$ cat src/rtl/regfile_sweeper.sv
// regfile_sweeper: sequences FILL / DUMP / SUM passes over a 16x8 register file port.
module regfile_sweeper #(
  parameter int AW = 4,
  parameter int DW = 8,
  parameter int SW = 12
) (
  input  logic          clk,
  input  logic          rst_n,
  input  logic          start,
  input  logic [1:0]    op,
  input  logic [DW-1:0] seed,
  output logic          mem_we,
  output logic [AW-1:0] mem_addr,
  output logic [DW-1:0] mem_din,
  input  logic [DW-1:0] mem_dout,
  output logic          out_valid,
  input  logic          out_ready,
  output logic [DW-1:0] out_data,
  output logic [AW-1:0] out_addr,
  output logic          busy,
  output logic          done,
  output logic [SW-1:0] sum
);
  typedef enum logic [2:0] {IDLE, FILL, DUMP, SUM, DONE} state_t;
  state_t        state_q, state_d;
  logic [AW-1:0] idx_q, idx_d;
  logic [DW-1:0] seed_q, seed_d;
  logic [SW-1:0] sum_q, sum_d;
  logic          last;
  assign last = &idx_q;
  always_comb begin
    state_d = state_q;
    idx_d   = idx_q;
    seed_d  = seed_q;
    sum_d   = sum_q;
    case (state_q)
      IDLE: if (start && op != 2'b11) begin
        state_d = op == 2'b00 ? FILL : op == 2'b01 ? DUMP : SUM;
        idx_d   = '0;
        seed_d  = seed;
      end
      FILL: begin
        idx_d   = idx_q + 1'b1;
        state_d = last ? DONE : FILL;
      end
      DUMP: if (out_ready) begin
        idx_d   = idx_q + 1'b1;
        state_d = last ? DONE : DUMP;
      end
      SUM: begin
        // idx 0 marks the first SUM cycle, so the accumulator restarts there
        sum_d   = (idx_q == '0 ? '0 : sum_q) + SW'(mem_dout);
        idx_d   = idx_q + 1'b1;
        state_d = last ? DONE : SUM;
      end
      DONE:    state_d = IDLE;
      default: state_d = IDLE;
    endcase
  end
  always_ff @(posedge clk) begin
    if (!rst_n) begin
      state_q <= IDLE;
      idx_q   <= '0;
      seed_q  <= '0;
      sum_q   <= '0;
    end else begin
      state_q <= state_d;
      idx_q   <= idx_d;
      seed_q  <= seed_d;
      sum_q   <= sum_d;
    end
  end
  assign mem_we    = state_q == FILL;
  assign mem_addr  = (state_q == FILL || state_q == DUMP || state_q == SUM) ? idx_q : '0;
  assign mem_din   = state_q == FILL ? seed_q + DW'(idx_q) : '0;
  assign out_valid = state_q == DUMP;
  assign out_data  = state_q == DUMP ? mem_dout : '0;
  assign out_addr  = state_q == DUMP ? idx_q : '0;
  assign busy      = state_q != IDLE;
  assign done      = state_q == DONE;
  assign sum       = sum_q;
endmodule

$ cat config.mk
export PLATFORM = sky130hd
export DESIGN_NAME = regfile_sweeper
export DESIGN_NICKNAME = d
export VERILOG_FILES = /design/src/rtl/regfile_sweeper.sv
export SDC_FILE = /design/constraint.sdc
export NUM_CORES = 1
export LEC_CHECK = 0
export ABC_AREA = 1
export ABC_CLOCK_PERIOD_IN_PS = 2710
export CAP_MARGIN = 20
export CORE_ASPECT_RATIO = 1.4
export CORE_MARGIN = 2
export CORE_UTILIZATION = 45
export CTS_BUF_LIST = sky130_fd_sc_hd__clkbuf_8 sky130_fd_sc_hd__clkbuf_16
export DETAILED_ROUTE_END_ITERATION = 6
export PLACE_DENSITY = 0.9
export SLEW_MARGIN = 20
export SYNTH_ARGS = -nofsm -noshare
export SYNTH_HDL_FRONTEND = slang
export SYNTH_SLANG_ARGS = --single-unit
$ cat constraint.sdc
create_clock -name clk -period 2.71 [get_ports clk]
set_input_delay 0.542 -clock clk [delete_from_list [all_inputs] [get_ports clk]]
set_output_delay 0.542 -clock clk [all_outputs]
set_load 0.02 [all_outputs]
Word level (Yosys, flattened, before mapping). Index checks and enable logic that the tools add are counted. Widths: inputs -> output; s select.

Add/subtract/negate cells: 3. Eq/ne operators: 8. Muxes and demuxes: 16. Reduce and logical (&&, ||, !) cells: 13.

Operators with widths (number): $mux 4 (4); $mux 8 (2); $mux 3 (5); $add 12x8->12 (1); $mux 12 (1); $pmux 3 s4 (1); $pmux 4 s3 (1); $add 8x4->8 (1); $eq 3x2->1 const B (2); $reduce_bool 3->1 (2); $add 4x1->4 const B (1); $logic_not 4->1 (1); $ne 2x2->1 const B (2); $reduce_and 2->1 (2); $reduce_and 4->1 (1); $eq 3x1->1 const B (1); $eq 3x3->1 const B (1); $logic_not 3->1 (1); $reduce_and 3->1 (1); $eq 2x1->1 const B (1); $logic_not 2->1 (1); $logic_or 1x1->1 (2); $mux 2 (1); $ne 2x1->1 const B (1); other kinds (3) (3).

Register bits after elaboration: 27. Input port bits: 22. Output and inout bits: 40.

Longest topological paths before layout. Gate-level depths: netlist of the first run.

Depth in word-level cells: 5. Gate-level depth with buffers: 16. Depth with buffers taken out: 16.

Least setup slack after synthesis of the first run. Ideal clock, no wire load.

Path kind: flip-flop to output port. Start point: register idx_q[0]. End point: output port mem_din[6]. Arrival time: 1.820 ns. Required time: 2.168 ns. Setup slack: 0.348 ns. Cell stages (with the launch flop): 10. Path buffers: 0. Path through: dfxtp_1 ha_1 fa_1 nand2_1 inv_1 o21ai_0 nand2_1 nand2_1 nor3_1 nor3_1.

Longest elaborated chain between the ends: 2.

Ends and longest elaborated chain: from (decl) (line 26) `logic [AW-1:0] idx_q, idx_d;`; from (signal assigned) (line 68) `idx_q <= idx_d;`; $add 8x4->8 (line 75) `assign mem_din = state_q == FILL ? seed_q + DW'(idx_q) : '0;`; $mux 8 (line 75); to (decl) (line 14) `output logic [DW-1:0] mem_din,`.

No other way between the ends.

Worst setup path after layout of the first run.
Start point: register idx_q[1]. End point: output port mem_din[3].

Same word-level chain as after synthesis.

==> results by group, run 1 <==
Route
  • WL/cell: 11.0 um
  • Final WL: 4850 um
  • Post-route DRC: 0
  • Via density per instance: 4.87
  • Routed vias: 2146
  • DRT Pass-1 Iters: 4
  • Post-route ant nets: 0
  • Initial DRC count: 97

Yosys
  • Gate Count Post-Synth: 318
  • Post-synth design cell area: 1980 um^2
  • Yosys warnings: 0
  • Post-Syn Nets: 356
  • Seq/Total Area, Yosys: 27.3%
  • Post-synth cell types: 28
  • Mean area per synthesized cell: 6.22 um^2
  • Seq cells post-synth: 27

Placed design
  • GP Congestion: 0.905
  • Placed cells: 437
  • DPL Wire Length: 3880 um
  • I/O Buffers: 61
  • Place WS: 0.000696 ns

Layout
  • Storage cell area: 541 um^2
  • Multi-input logic area: 1170 um^2
  • Layout cell share with drive strength beyond 1: 7.35%
  • Antenna diodes: 0
  • Final nets: 420
  • Fillers: 381
  • Area Overhead vs Synth: 36.5%
  • Non-filler cells, final: 441

Timing
  • Final setup vio count: 0
  • Final setup margin: 0.0944 ns
  • FMAX: 0.382 GHz
  • Period utilization: 96.5%
  • Max_slew headroom: 72.3%
  • RSZ-0062 raised after global routing: true
  • Max Slew Vio Count: 0
  • Hold Vio Cnt, Final: 0
  • Measured slew at the worst slew-check pin: 0.414 ns
  • Setup tns final: 0 ns
  • Tmin final: 2.62 ns
  • Skew final: 0.0125 ns

Clocking
  • Postcts setup bufs: 0
  • CTS tree: done
  • Post-CTS Hold Fix Bufs: 0
  • Clock buffer depth: 2
  • Clock Root Buffer: clkbuf_8
  • Clk pin slew, worst setup/hold paths: 0.10 ns
  • CTS Sinks: 27
  • Worst skew pair latency: 0.28 ns
  • H-Tree Level Count: 1
  • TritonCTS Buffers: 3

Global routing
  • Largest net degree at the start of global routing: 15
  • Initial antenna violation count: 0
  • Vias in the first global route: 2025
  • GR Overflow Total: 0
  • Tot GR Track Use: 20.7%
  • First-pass GRT wire length: 8120 um

Worst setup path
  • Worst path max stage delay: 0.62 ns
  • Slowest-stage cell, CP: clkdlybuf4s50_1
  • Crit path kind: reg -> out
  • CP required: 2.17 ns
  • R2r worst-path depth: 16
  • R2r setup slk: 0.23 ns
  • Crit-path cells: buf_4 > ha_1 > nand3_1 > nand2_1 > o21ai_0 > a21oi_1 > clkdlybuf4s50_1
  • Worst Setup Start Kind: flip-flop
  • Arrival @ worst endpoint: 2.07 ns
  • Worst Path Max Fanout: 4
  • CP endpoint kind: output pin

Floorplan
  • Die Ht: 82.5 um
  • Initial core utilization: 46.7%
  • Boundary Pins: 62
  • Core area: 4240 um^2
  • Number of cell rows: 28
  • DIE WIDTH: 60.0 um
  • Die Area: 4950 um^2

Hold path
  • Worst min-delay path category: reg -> reg
  • Worst hold path stage count: 2

Outcome
  • Result of the run: finished, final reports clean

Pwr
  • Leakage: 1.27 nW
  • Power per cell area: 466 nW/um^2
  • Overall Power: 1.26 mW
  • VDD IR-drop max: 0.000301 V

Run
  • Max-cap check violation count: 0
## per-layer routing
metal  share of wire (%)  vias up  track usage (%)
met1                  42      952             22.6
met4                0.91        0             5.33
met2                  52       64             40.8
met5                   0        -                0
met3                 4.8        5             2.34
li1                    -     1125                -
## kinds of logic after synthesis
group	Yosys count	synth area share (%)
buf+inv	67	13.5
fa+ha+maj	16	10.9
flops	27	27.3
xor+xnor	3	1.33
compound gates	50	13.2
simple gates	155	33.7
## per-stage QoR
step                      utilization [%]  hold slack (ns)  area, um^2
after floorplan                         -            0.451        1980
after global placement               62.7            0.453        2660
after detailed placement             62.7            0.473        2660
after CTS                            63.8            0.488        2700
after global routing                 63.7            0.512        2700
final                                63.7            0.488        2700
## registers in the layout, indices dropped and copies added (netlist names)
register and count:
idx_q 4, state_q 3, seed_q 8, sum 12
## synthesized netlist by cell type
master | number | area (um^2)
a21o_1 | 1 | 7.51
a21oi_1 | 23 | 115
a31oi_1 | 1 | 6.26
buf_2 | 1 | 5.00
buf_6 | 2 | 22.5
clkbuf_1 | 4 | 15.0
dfxtp_1 | 27 | 541
fa_1 | 2 | 40.0
ha_1 | 14 | 175
inv_1 | 55 | 206
inv_2 | 5 | 18.8
nand2_1 | 53 | 199
nand2_2 | 1 | 6.26
nand3_1 | 20 | 100
nand3_2 | 1 | 10.0
nand3b_1 | 1 | 7.51
nand4_1 | 4 | 25.0
nor2_1 | 60 | 225
nor2_2 | 4 | 25.0
nor2_4 | 1 | 11.3
nor3_1 | 7 | 35.0
nor3_2 | 1 | 10.0
o211ai_1 | 3 | 22.5
o21ai_0 | 19 | 95.1
o21ai_1 | 3 | 15.0
or2_2 | 2 | 12.5
xnor2_1 | 1 | 8.76
xor2_1 | 2 | 17.5
## report_power, final
group          internal, mW  switching, mW
logic                 0.224          0.334
clock network         0.102          0.125
registers             0.439         0.0337
## cell usage in the layout (no fill, tap or decap), types with 2 or more instances in the layout
master,count
clkdlybuf4s50_1,57
nor2_2,4
or2_2,2
nand2_1,53
inv_2,6
inv_1,55
xor2_1,2
nor3_1,7
ha_1,13
dfxtp_1,27
nand3_1,20
o21ai_0,19
nor2_1,60
o211ai_1,3
buf_4,5
nand4_1,4
o21ai_1,3
clkbuf_8,3
a21oi_1,23
## path summary, 6_finish.rpt
kind / endpoint / from
worst min register to register: sum[0]$_SDFFE_PN0N_ / sum[0]$_SDFFE_PN0N_
worst max-delay path: mem_din[3] / idx_q[1]$_SDFFE_PN0P_
worst min-delay path: sum[0]$_SDFFE_PN0N_ / sum[0]$_SDFFE_PN0N_
worst max register to register: sum[10]$_SDFFE_PN0N_ / idx_q[0]$_SDFFE_PN0P_
## layout make-up
cell class | instances | share of cell area (%)
tap | 60 | 2.78
sequential | 27 | 20.0
inverter | 60 | 8.34
timing repair buffer | 66 | 23.7
clock inverter | 1 | 0.139
clock buffer | 3 | 1.53
multi-input combinational | 224 | 43.5
## repair_timing
action / CTS / global route
cloned: 0 / 0
pin swaps: 0 / 1
resized for setup: 6 / 7
setup endpoints to repair: 3 / 9
## worst max-delay path, delay by kind of cell, from the launching register on
| kind | cells | cell delay, ns |
|---|---|---|
| and+or+nand+nor | 2 | 0.19 |
| DFF | 1 | 0.34 |
| buffers and inverters | 2 | 0.77 |
| AOI/OAI and AO/OA | 2 | 0.24 |
| adders and majority gates | 1 | 0.27 |
(Power assumes the default switching activity.)
==> inputs of run 2 (changes only) <==
--- a/config.mk
+++ b/config.mk
@@ -13,6 +13,7 @@
 export CORE_UTILIZATION = 45
 export CTS_BUF_LIST = sky130_fd_sc_hd__clkbuf_8 sky130_fd_sc_hd__clkbuf_16
 export DETAILED_ROUTE_END_ITERATION = 6
+export GPL_TIMING_DRIVEN = 0
 export PLACE_DENSITY = 0.9
 export SLEW_MARGIN = 20
 export SYNTH_ARGS = -nofsm -noshare
==> run 2 against run 1 <==
Cell area grew 1.4%. Routed wire length fell by 0.80%. Total power increased by 1.3%. Count of clock-buffer cells in the layout stayed put. Sequential power about the same. First-iteration DRC count down 15%. Non-clock buffer count is 4 higher. Critical path type unchanged. Largest cell class unchanged.
==> results by group, run 2 (synthesis results as in run 1) <==
Outcome
  • Result of the run: finished, final reports clean

Worst setup path
  • Top delay family on crit path: buffers and inverters
  • CP endpoint kind: output pin
  • Reg2Reg Launch Point: idx_q[1]$_SDFFE_PN0P_
  • Worst Setup Start Kind: flip-flop
  • Critical Path Source: state_q[2]$_SDFFE_PN0P_
  • CP required: 2.17 ns (about the same)
  • Worst Path Max Fanout: 12 (+8)
  • Worst path max stage delay: 0.63 ns (about the same)
  • R2r setup slk: 0.19 ns (-0.04 ns)
  • Slowest-stage cell, CP: clkdlybuf4s50_1
  • Crit path kind: reg -> out
  • Arrival @ worst endpoint: 2.07 ns (about the same)
  • Crit-path cells: inv_2 > nand2_1 > nor2_2 > inv_1 > nor2_1 > clkdlybuf4s50_1
  • Worst Path Buf+Inv: 3 (+1)

Floorplan
  • Initial core utilization: 46.7% (unchanged)
  • Core area: 4240 um^2 (unchanged)
  • Boundary Pins: 62 (unchanged)
  • Die Ht: 82.5 um (unchanged)
  • Number of cell rows: 28 (unchanged)
  • Die Area: 4950 um^2 (unchanged)
  • DIE WIDTH: 60.0 um (unchanged)

Global routing
  • Initial antenna violation count: 0 (unchanged)
  • Gr busiest metal: met2
  • GR Util met3: 2.18% (-0.16 points)
  • First-pass GRT wire length: 8010 um (-1.4%)
  • Met1 Track Usage GR: 22.8% (+0.16 points)
  • Met2 usage: 39.8% (-0.98 points)
  • Largest net degree at the start of global routing: 15 (unchanged)
  • Vias in the first global route: 2002 (-1.1%)
  • GR Overflow Total: 0 (unchanged)
  • Tot GR Track Use: 20.5% (-0.20 points)

Layout
  • Commonest non-fill, non-tap cell in the layout: nor2_1
  • Final nets: 424 (+0.95%)
  • Antenna diodes: 0 (unchanged)
  • Largest register FFs: 12 (unchanged)
  • Commonest cells after routing, fill and taps aside: nor2_1, clkdlybuf4s50_1, inv_1, nand2_1, dfxtp_1
  • Finished Cell Area: 2740 um^2 (+1.4%)
  • Layout cell share with drive strength beyond 1: 7.53% (+0.18 points)
  • Area Overhead vs Synth: 38.4%
  • Fillers: 387 (+1.6%)

Clocking
  • TritonCTS Buffers: 3 (unchanged)
  • Clk pin slew, worst setup/hold paths: 0.09 ns (about the same)
  • H-Tree Level Count: 1 (unchanged)
  • Clock Root Buffer: clkbuf_8
  • Worst skew pair latency: 0.27 ns (about the same)
  • CTS Sinks: 27 (unchanged)
  • Post-CTS Hold Fix Bufs: 0 (unchanged)
  • Clock buffer depth: 2 (unchanged)
  • CTS tree: done

Hold path
  • Hold path start: sum[0]$_SDFFE_PN0N_
  • Worst min-delay path category: reg -> reg

Pwr
  • Power per cell area: 465 nW/um^2 (about the same)
  • Internal power: 0.777 mW (+1.7%)
  • Leakage: 1.30 nW (+2.4%)
  • Logic pwr share: 45.2% (+0.8 points)
  • VDD IR-drop max: 0.000216 V (-28%)
  • Reg power frac: 37.2% (-0.4 points)
  • Overall Power: 1.27 mW (+1.3%)
  • Clock network fraction of design power: 17.7% (-0.3 points)
  • Sw Share: 39.0% (-0.21 points)
  • Net Switching: 0.497 mW (+0.80%)

Route
  • DRT Pass-1 Iters: 4 (unchanged)
  • Post-route DRC: 0 (unchanged)
  • Final WL: 4810 um (-0.80%)
  • Post-route ant nets: 0 (unchanged)
  • Initial DRC count: 82 (-15%)
  • WL/cell: 10.8 um (-1.7%)
  • Routed vias: 2166 (+0.93%)
  • Via density per instance: 4.87 (about the same)

Timing
  • Skew final: 0.00877 ns (-0.00372 ns)
  • Max_slew headroom: 66.4% (-5.9 points)
  • Setup tns final: 0 ns (unchanged)
  • Hold Vio Cnt, Final: 0 (unchanged)
  • Final setup vio count: 0 (unchanged)
  • Tmin final: 2.61 ns (-0.00605 ns)
  • Final setup margin: 0.100 ns (+0.00605 ns)
  • Max Slew Vio Count: 0 (unchanged)
  • FMAX: 0.383 GHz (+0.23%)
  • Period utilization: 96.3% (-0.22 points)
  • RSZ-0062 raised after global routing: true
  • Measured slew at the worst slew-check pin: 0.504 ns (+0.0900 ns)

Placed design
  • GP Congestion: 0.912 (+0.80%)
  • Post-DP Area: 2660 um^2 (+0.19%)
  • I/O Buffers: 61 (unchanged)
  • DPL Wire Length: 3850 um (-0.58%)
  • Place WS: -0.0367 ns (-0.0373 ns)

Run
  • Max-cap check violation count: 0 (unchanged)
-- run 2: through the flow --
stage          std cells  util [%]  hold WS [ns]
2_1_floorplan        318         -         0.451
3_3_place_gp         439      62.8         0.458
3_5_place_dp         439      62.8         0.465
4_1_cts              442      63.7         0.482
5_1_grt              445      64.6         0.513
6_report             445      64.6         0.481
-- run 2: final timing paths --
| kind | end | cells after the start |
|---|---|---|
| setup / recovery | out_addr[1] | 6 |
| hold / removal | sum[0]$_SDFFE_PN0N_ | 2 |
| setup reg to reg | sum[10]$_SDFFE_PN0N_ | 15 |
| hold reg to reg | sum[0]$_SDFFE_PN0N_ | 2 |
-- run 2: final cells by class --
type / instances / area [um^2] / area share (%)
inverter: 60 / 228 / 8.32
multi-input combinational: 224 / 1180 / 43.1
buffer: 6 / 38.8 / 1.42
tap: 60 / 75.1 / 2.74
timing repair buffer: 64 / 628 / 22.9
sequential: 27 / 542 / 19.8
clock inverter: 1 / 3.75 / 0.137
clock buffer: 3 / 41.3 / 1.51
-- run 2: worst reg2reg max path, delay by kind of cell (launching register included) --
kind	cells	cell delay, ns
flops	1	0.37
fa+ha+maj	3	0.82
compound gates	1	0.14
simple gates	9	0.81
buf+inv	2	0.28
-- run 2: timing repair --
action	CTS	global route
pin swaps	0	1
setup buffers	0	3
resized for setup	7	9
gates cloned	0	0
endpoints found under the setup margin	8	11
-- run 2: routing by layer --
metal | vias to the layer above | routed length (um)
li1 | 1139 | -
met4 | 0 | 44
met1 | 966 | 2060
met2 | 57 | 2510
met5 | - | 0
met3 | 4 | 189
-- run 2: power groups by stage --
stage               Sequential, mW  Clock (mW)  Combinational (mW)
floorplan                    0.486           0               0.334
global placement             0.479           0               0.540
detailed placement           0.481           0               0.548
CTS                          0.471       0.233               0.549
global route                 0.479       0.244               0.638
finish                       0.473       0.225               0.576
==> inputs of run 3 (changes only) <==
--- a/config.mk
+++ b/config.mk
@@ -6,7 +6,7 @@
 export NUM_CORES = 1
 export LEC_CHECK = 0
 export ABC_AREA = 1
-export ABC_CLOCK_PERIOD_IN_PS = 2710
+export ABC_CLOCK_PERIOD_IN_PS = 2800
 export CAP_MARGIN = 20
 export CORE_ASPECT_RATIO = 1.4
 export CORE_MARGIN = 2
==> constraint.sdc (replaced) <==
create_clock -name clk -period 2.8 [get_ports clk]
set_input_delay 0.56 -clock clk [delete_from_list [all_inputs] [get_ports clk]]
set_output_delay 0.56 -clock clk [all_outputs]
set_load 0.02 [all_outputs]
==> run 3 against run 2 <==
Register-to-register slack better by 0.06 ns. Setup slack better by 0.029 ns. Clock power down 3%. Critical path depth up 4. Final cell count unchanged. Sequential cell count unchanged. Non-clock buffer count unchanged. Routed wire length up 0.25%. Total power down 3.6%. Die area unchanged. Critical path type unchanged.
==> results by group, run 3 (synthesis results as in run 1) <==
Outcome
  • Result of the run: finished, final reports clean

Floorplan
  • Number of cell rows: 28 (unchanged)
  • Core area: 4240 um^2 (unchanged)
  • Die Ht: 82.5 um (unchanged)
  • DIE WIDTH: 60.0 um (unchanged)
  • Initial core utilization: 46.7% (unchanged)
  • Boundary Pins: 62 (unchanged)
  • Die Area: 4950 um^2 (unchanged)

Timing
  • Skew final: 0.00893 ns (+0.000154 ns)
  • FMAX: 0.375 GHz
  • Setup tns final: 0 ns (unchanged)
  • Final setup vio count: 0 (unchanged)
  • Max Slew Vio Count: 0 (unchanged)
  • Tmin final: 2.67 ns
  • RSZ-0062 raised after global routing: false
  • Period utilization: 95.4%
  • Measured slew at the worst slew-check pin: 0.529 ns (+0.0246 ns)
  • Max_slew headroom: 64.7% (-1.6 points)
  • Hold Vio Cnt, Final: 0 (unchanged)

Layout
  • Finished Cell Area: 2730 um^2 (-0.46%)
  • Antenna diodes: 0 (unchanged)
  • Layout cell share with drive strength beyond 1: 7.27% (-0.26 points)
  • Final nets: 424 (unchanged)
  • Commonest non-fill, non-tap cell in the layout: nor2_1
  • Largest register FFs: 12 (unchanged)
  • Commonest cells after routing, fill and taps aside: nor2_1, clkdlybuf4s50_1, inv_1, nand2_1, dfxtp_1
  • Area Overhead vs Synth: 37.8%

Clocking
  • Clk pin slew, worst setup/hold paths: 0.10 ns (about the same)
  • CTS Sinks: 27 (unchanged)
  • Clock Root Buffer: clkbuf_8
  • CTS tree: done
  • TritonCTS Buffers: 3 (unchanged)
  • Worst skew pair latency: 0.27 ns (about the same)
  • Clock buffer depth: 2 (unchanged)
  • Post-CTS Hold Fix Bufs: 0 (unchanged)
  • H-Tree Level Count: 1 (unchanged)

Placed design
  • I/O Buffers: 61 (unchanged)
  • GP Congestion: 0.912 (unchanged)
  • Post-DP Area: 2660 um^2 (unchanged)
  • DPL Wire Length: 3850 um (unchanged)

Global routing
  • Initial antenna violation count: 0 (unchanged)
  • Tot GR Track Use: 20.6% (+0.13 points)
  • GR Overflow Total: 0 (unchanged)
  • Largest net degree at the start of global routing: 15 (unchanged)
  • Vias in the first global route: 2006 (+0.20%)
  • First-pass GRT wire length: 8060 um (+0.61%)

Pwr
  • VDD IR-drop max: 0.000208 V (-3.5%)
  • Power per cell area: 451 nW/um^2 (-3.2%)
  • Leakage: 1.28 nW (-1.3%)
  • Overall Power: 1.23 mW (-3.6%)

Worst setup path
  • R2r worst-path depth: 15 (unchanged)
  • R2r setup slk: 0.25 ns (+0.06 ns)
  • Worst Path Max Fanout: 4 (-8)
  • Reg2Reg Launch Point: idx_q[0]$_SDFFE_PN0P_
  • CP endpoint kind: output pin
  • Reg2reg end: sum[10]$_SDFFE_PN0N_
  • Arrival @ worst endpoint: 2.11 ns (+0.04 ns)
  • CP required: 2.24 ns (+0.07 ns)
  • Crit path kind: reg -> out
  • Worst Setup Start Kind: flip-flop
  • CP Capture Point: mem_din[6]
  • Critical Path Source: idx_q[0]$_SDFFE_PN0P_

Route
  • Post-route DRC: 0 (unchanged)
  • Final WL: 4820 um (+0.25%)
  • Via density per instance: 4.84 (-0.55%)
  • Routed vias: 2154 (-0.55%)
  • WL/cell: 10.8 um (+0.25%)
  • Post-route ant nets: 0 (unchanged)
  • Initial DRC count: 84 (+2.4%)
  • DRT Pass-1 Iters: 4 (unchanged)

Run
  • Max-cap check violation count: 0 (unchanged)

Hold path
  • Worst min-delay path category: reg -> reg
==> run 3: how the worst min path moves through the flow <==
stage          cells past startpoint  slack, ns                      to                    from
6_report                           2       0.48     sum[0]$_SDFFE_PN0N_     sum[0]$_SDFFE_PN0N_
2_1_floorplan                      2       0.45  seed_q[7]$_SDFFE_PN0P_  seed_q[7]$_SDFFE_PN0P_
3_5_place_dp                       2       0.46     sum[0]$_SDFFE_PN0N_     sum[0]$_SDFFE_PN0N_
4_1_cts                            2       0.48     sum[0]$_SDFFE_PN0N_     sum[0]$_SDFFE_PN0N_
5_1_grt                            2       0.51     sum[1]$_SDFFE_PN0N_     sum[1]$_SDFFE_PN0N_
3_3_place_gp                       2       0.46     sum[0]$_SDFFE_PN0N_     sum[0]$_SDFFE_PN0N_
==> run 3: through the flow <==
stage	utilization, %	worst slack (ns)	hold slack [ns]	instances
global placement	62.8	0.0552	0.458	439
global route	64.3	0.00397	0.513	445
detailed placement	62.8	0.0353	0.465	439
finish	64.3	0.130	0.481	445
CTS	63.8	0.000568	0.482	443
floorplan	-	0.420	0.451	318
==> run 3: what timing repair did <==
item                                    4_1_cts  5_1_grt
setup buffers                                 0        3
gates resized for setup                       2        8
endpoints found under the setup margin        2       19
==> run 3: routing by layer <==
layer	up-vias	part of all wire, %	global-route usage, %
li1	1138	-	-
met1	964	43	23.1
met2	48	52	39.9
met3	4	3.4	2.18
met4	0	0.91	5.78
met5	-	0	0
==> run 3: where the power goes <==
part | internal [mW] | switching [mW]
sequential | 0.424 | 0.0320
clock | 0.0984 | 0.121
combinational | 0.226 | 0.326
==> run 3: cell type report <==
cell class | instances | area [um^2]
sequential | 27 | 541
inverter | 60 | 225
clock inverter | 1 | 3.75
tap | 60 | 75.1
buffer | 6 | 38.8
clock buffer | 3 | 41.3
fill | 387 | 1510
multi-input combinational | 224 | 1170
timing repair buffer | 64 | 626
==> run 3: critical path: stages, from the launching register on <==
cell	delay [ns]
dfxtp_1	0.35
ha_1	0.24
fa_1	0.39
nand2_1	0.08
inv_1	0.05
o21ai_0	0.14
nand2_1	0.11
nand2_1	0.07
nor3_1	0.04
nor3_1	0.16
clkbuf_2	0.19
